<file path="config.mk">
export PLATFORM = sky130hd
export DESIGN_NAME = fifo_rd_ptr_ctrl
export DESIGN_NICKNAME = d
export VERILOG_FILES = /design/src/rtl/fifo_rd_ptr_ctrl.sv
export SDC_FILE = /design/constraint.sdc
export NUM_CORES = 1
export LEC_CHECK = 0
export CELL_PAD_IN_SITES_DETAIL_PLACEMENT = 0
export CELL_PAD_IN_SITES_GLOBAL_PLACEMENT = 1
export CORE_AREA = 2 2 59 61
export CTS_CLUSTER_DIAMETER = 50
export DETAILED_ROUTE_END_ITERATION = 10
export DIE_AREA = 0 0 61 63
export PLACE_DENSITY = 0.74
export SYNTH_ARGS = -nofsm -noshare
export SYNTH_HDL_FRONTEND = slang
export SYNTH_SLANG_ARGS = --single-unit
</file>
<file path="constraint.sdc">
create_clock -name rclk -period 3.1 [get_ports rclk]
set_input_delay 0.465 -clock rclk [delete_from_list [all_inputs] [get_ports rclk]]
set_output_delay 0.465 -clock rclk [all_outputs]
set_load 0.02 [all_outputs]
</file>
<file path="src/rtl/fifo_rd_ptr_ctrl.sv">
// Read-side pointer controller of an async FIFO: owns the binary/Gray read pointer,
// synchronizes the write Gray pointer into rclk, and derives empty/level/underflow/ack.
module fifo_rd_ptr_ctrl #(
    parameter int ADDRESS_WIDTH = 4,
    parameter int DEPTH         = 16,
    parameter int SYNC_STAGES   = 2,
    parameter int AEMPTY_LEVEL  = 2,
    parameter int STICKY_ERROR  = 0,
    parameter int SOFT_RESET    = 0,
    parameter int PIPE_READ     = 0
) (
    input  logic                     rclk,
    input  logic                     hw_rst_n,
    input  logic                     sw_rst,
    input  logic                     rd_en,
    input  logic [ADDRESS_WIDTH:0]   wptr_gray,
    output logic [ADDRESS_WIDTH:0]   raddr,
    output logic [ADDRESS_WIDTH:0]   rptr_gray,
    output logic                     rd_empty,
    output logic                     rd_almost_empty,
    output logic [ADDRESS_WIDTH:0]   rd_level,
    output logic                     rd_underflow,
    output logic                     rd_ack
);

    localparam int PW        = ADDRESS_WIDTH + 1;
    localparam int ACK_DEPTH = PIPE_READ + 1;
    localparam bit SOFT_EN   = (SOFT_RESET == 1) || (SOFT_RESET == 3);

    function automatic logic [PW-1:0] gray2bin(input logic [PW-1:0] g);
        logic [PW-1:0] b;
        b[PW-1] = g[PW-1];
        for (int i = PW - 2; i >= 0; i--) begin
            b[i] = b[i+1] ^ g[i];
        end
        return b;
    endfunction

    function automatic logic [PW-1:0] bin2gray(input logic [PW-1:0] b);
        return b ^ (b >> 1);
    endfunction

    logic [PW-1:0]        wq_q [SYNC_STAGES];
    logic [PW-1:0]        raddr_q, raddr_d;
    logic [PW-1:0]        rgray_q, rgray_d;
    logic                 empty_q, empty_d;
    logic                 aempty_q, aempty_d;
    logic [PW-1:0]        level_q, level_d;
    logic                 uflow_q, uflow_d;
    logic [ACK_DEPTH-1:0] ack_q;

    logic [PW-1:0] wsync;
    logic [PW-1:0] wbin;
    logic          rd_acc;
    logic          soft_clr;

    assign wsync    = wq_q[SYNC_STAGES-1];
    assign wbin     = gray2bin(wsync);
    assign rd_acc   = rd_en & ~empty_q;
    assign soft_clr = SOFT_EN && sw_rst;

    // NOTE: every variable gets a default at the top of always_comb so no latch is inferred.
    always_comb begin
        raddr_d  = raddr_q + {{ADDRESS_WIDTH{1'b0}}, rd_acc};
        rgray_d  = bin2gray(raddr_d);
        empty_d  = (rgray_d == wsync);
        level_d  = wbin - raddr_d;
        aempty_d = (level_d <= PW'(AEMPTY_LEVEL));
        uflow_d  = (rd_en & empty_q) | ((STICKY_ERROR != 0) & uflow_q);
    end

    // NOTE: synchronizer flops are reset too, so a soft or hard reset never resurrects a stale pointer.
    always_ff @(posedge rclk or negedge hw_rst_n) begin
        if (!hw_rst_n) begin
            for (int i = 0; i < SYNC_STAGES; i++) wq_q[i] <= '0;
        end else if (soft_clr) begin
            for (int i = 0; i < SYNC_STAGES; i++) wq_q[i] <= '0;
        end else begin
            wq_q[0] <= wptr_gray;
            for (int i = 1; i < SYNC_STAGES; i++) wq_q[i] <= wq_q[i-1];
        end
    end

    // NOTE: sequential state uses non-blocking assignments so all flops update from pre-edge values.
    always_ff @(posedge rclk or negedge hw_rst_n) begin
        if (!hw_rst_n) begin
            raddr_q  <= '0;
            rgray_q  <= '0;
            empty_q  <= 1'b1;
            aempty_q <= 1'b1;
            level_q  <= '0;
            uflow_q  <= 1'b0;
            ack_q    <= '0;
        end else if (soft_clr) begin
            raddr_q  <= '0;
            rgray_q  <= '0;
            empty_q  <= 1'b1;
            aempty_q <= 1'b1;
            level_q  <= '0;
            uflow_q  <= 1'b0;
            ack_q    <= '0;
        end else begin
            raddr_q  <= raddr_d;
            rgray_q  <= rgray_d;
            empty_q  <= empty_d;
            aempty_q <= aempty_d;
            level_q  <= level_d;
            uflow_q  <= uflow_d;
            ack_q[0] <= rd_acc;
            for (int i = 1; i < ACK_DEPTH; i++) ack_q[i] <= ack_q[i-1];
        end
    end

    assign raddr           = raddr_q;
    assign rptr_gray       = rgray_q;
    assign rd_empty        = empty_q;
    assign rd_almost_empty = aempty_q;
    assign rd_level        = level_q;
    assign rd_underflow    = uflow_q;
    assign rd_ack          = ack_q[ACK_DEPTH-1];

endmodule

</file>
# After elaboration in Yosys (flattened, before gate mapping)
# Cells that the tools add are included.
# totals
out_inout_bits,19
reg_bits,29
elab_cells,21
# op_classes
n_eq_ne,1
bitwise_logic,8
order_cmp,1
add_sub_neg,2
# ops
operator,count
$add 5x1->5,1
$eq 5x5->1,1
$le 5x2->1 const B,1
$sub 5x5->5,1
$xor 5x4->5,1
$xor 1x1->1,4
$and 1x1->1,2
$not 1->1,1

# Logic depth before layout (Yosys ltp)
# logic_depth
word_depth,6
depth_mapped,9
mapped_depth_nobuf,9

# Worst setup path before layout
# OpenSTA, ideal clock, no wires.
# synth_path
path_type,register to register
start,"register wq_q, in the netlist wsync[4]"
end,register aempty_q (netlist: rd_almost_empty)
arrival_ns,2.511
path_slack_ns,0.484
path_stages_with_launch,10
setup_time_ns,0.105
period_less_slack_ns,2.616
cell_sequence,dfrtp_1 -> xor3_2 -> xor2_1 -> xnor2_1 -> ha_1 -> inv_1 -> fa_1 -> a31oi_1 -> xnor2_1 -> a2111oi_2
# synth_via
elab_chain_len,6
# synth_lines
item,line,source
from (decl),43,logic [PW-1:0] wq_q [SYNC_STAGES];
$xor 1x1->1 (4 in a row),34,b[i] = b[i+1] ^ g[i];
$sub 5x5->5 (*),67,level_d = wbin - raddr_d;
via level_d[4],48,"logic [PW-1:0] level_q, level_d;"
$le 5x2->1 (*),68,aempty_d = (level_d <= PW'(AEMPTY_LEVEL));
via aempty_d,47,"logic aempty_q, aempty_d;"
to (signal assigned),106,aempty_q <= aempty_d;
to (decl),47,
# The timed path passes the listed nets; every way through them passes the cells marked *.

# Worst setup path after layout
# Same ends and word-level chain as after synthesis.

==> results.tsv <==
metric	value	unit
status	finished, final reports clean	
worstPathRequired	3.33	ns
place.gp.congestion	0.713	
grt_pass1_wl	2970	microns
grtUsageTotal	10.4	%
totalPowerFinal	1860	uW
synthTopCellsByCount	dfrtp_1, xnor2_1, ha_1, inv_1, xor2_1	
die_y	63	microns
synth_top_area_share	55.1	%
power.leakage	0.000683	uW
routed_wl	1720	microns
vias	673	
ant_nets	0	
yosysWarnings	0	
dieArea	0.00384	sq mm
final_max_slew_viol_count	0	
r2r-end	rd_almost_empty	
hold_viol	0	
crit_fanout	3	
yosys.cell_count.top_type	dfrtp_1	
max_cap_viol_count	0	
syn_avg_cell_area	14.2	sq um
crit_arrival	3.03	ns
hp-class	flip-flop to flip-flop	
vias_per_cell	4.23	
start_util	36.5	%
timing.setup.tns	0	ns
port_buffers	26	
place_worst_setup_slack	0.125	ns
worstMarginPinSlew	0.468	ns
grt_use_met3	2.28	%
yosysTopAreaCell	dfrtp_1	
stdcell_count	159	
rsz0062_at_grt	false	
synthesis.area	0.00118	sq mm
cts_tree	built	
cts-root-buf	clkbuf_4	
whs_path_depth	0	
area_delta_synth_final	32.0	%
antenna_found_initial	0	
slew_headroom	68.6	%
drc	0	
global_route.overflow_total	0	
r2r_slack	0.30	ns
final_nets	130	
die_x	61	microns
netlist_top_cells_area	dfrtp_1, xnor2_1, ha_1	
fmax	357	MHz
whs_endpoint	wsync[1]	
h-tree-depth	1	
drive_above_1_share	9.73	%
coreArea	0.00323	sq mm
diodes	0	
top_usage_layer	met2	
ys_async_sr_fraction	100	%
drt_iter0_markers	16	
synth_cell_type_count	23	
firstDrtPassIters	2	
p_per_area	1190	mW/mm^2
synth_seq_cells	28	
post-cts-setup-buffer-count	0	
crit_type	flip-flop to flip-flop	
yosysSeqAreaShare	59.5	%
cts_buffers	3	
fillCellCount	291	
grt_start_max_net_pins	29	
worst_slack	0.299	ns
synth_edf_count	0	
synthCells	83	
post_cts_resized	0	
ir_drop	0.435	mV
finalCritPeriodShare	90.3	%
clock_path_buffers	2	
ys.flop_type	dfrtp_1	
cts_sinks	28	
worstSetupStartpointType	flip-flop	
wl_per_cell	10.8	microns
path_clk_slew	0.15	ns
postCtsHoldBufs	0	
r2r-start	wsync[4]	
setup_viol	0	
hp-start	wq_q[6]	
fin_skew	0.0163	ns
syn-num-nets	99	
rr_worst_depth	9	
dp_cells	155	
setup.worst_path.end_class	flip-flop	
place_hpwl	1280	microns
grt_util_met1	14.1	%
clk_latency	0.33	ns
fin_crit	2.80	ns
hold_ws	0.356	ns
grt_pass1_vias	650	
ioPinCount	28	
grtUsageMet2	15.6	%
row_count	21	
power by group:
part	switching (uW)	leakage (uW)	internal, uW
Clock	104	0.0000279	131
Combinational	528	0.000328	522
Sequential	79.1	0.000327	498
registers in the layout, indices dropped and copies added (netlist names):
register / count
rd_ack: 1
wq_q: 5
rptr_gray: 4
rd_underflow: 1
rd_level: 5
rd_almost_empty: 1
rd_empty: 1
wsync: 5
raddr: 5
routing by layer:
metal	share of wire [%]	vias to the layer above
li1	-	328
met1	47	328
met2	48	15
met3	4.5	2
met4	0.82	0
met5	0	-
how the worst max path moves through the flow:
stage | slack (ns) | from | end
after floorplan | 0.48 | wsync[4] | rd_almost_empty
after detailed placement | 0.12 | rd_en | rd_almost_empty
final | 0.30 | wsync[4] | rd_almost_empty
after global routing | 0.06 | wsync[4] | rd_almost_empty
after CTS | 0.26 | wsync[4] | rd_almost_empty
after global placement | 0.14 | rd_en | rd_almost_empty
per-stage QoR:
stage / util (%) / area (sq um)
2_1_floorplan: - / 1180
3_3_place_gp: 46.6 / 1510
3_5_place_dp: 46.6 / 1510
4_1_cts: 48.2 / 1560
5_1_grt: 48.2 / 1560
6_report: 48.2 / 1560
worst max-delay path, stage by stage, from the launching register on:
cell       delay, ns
dfrtp_1         0.42
xor3_2          0.50
xor2_1          0.32
xnor2_1         0.17
ha_1            0.16
inv_1           0.06
fa_1            0.40
a31oi_1         0.21
xnor2_1         0.12
a2111oi_2       0.34
cell families after synthesis:
group | after synthesis | share of synthesized area (%)
flip-flops | 28 | 59.5
AND/OR/NAND/NOR | 9 | 4.87
buffers and inverters | 9 | 3.18
XOR/XNOR | 23 | 19.7
adder cells (fa/ha/maj) | 7 | 8.05
AO/OA/AOI/OAI | 7 | 4.66
area by class of cell:
type	instances	area [sq um]	area share, %
Clock buffer	3	22.5	1.44
Clock inverter	1	30.0	1.93
Inverter	6	22.5	1.44
Multi-Input combinational cell	46	440	28.3
Sequential cell	28	703	45.1
Tap cell	46	57.6	3.69
Timing Repair Buffer	29	283	18.1
cell usage in the layout (no fill, tap or decap), types with 3 or more instances in the layout:
cell type / n
inv_1: 6
dfrtp_1: 26
clkdlybuf4s50_1: 26
clkbuf_4: 3
xnor2_1: 15
xor2_1: 6
buf_4: 3
ha_1: 6
Note: power is estimated with default switching activity, not from simulation.
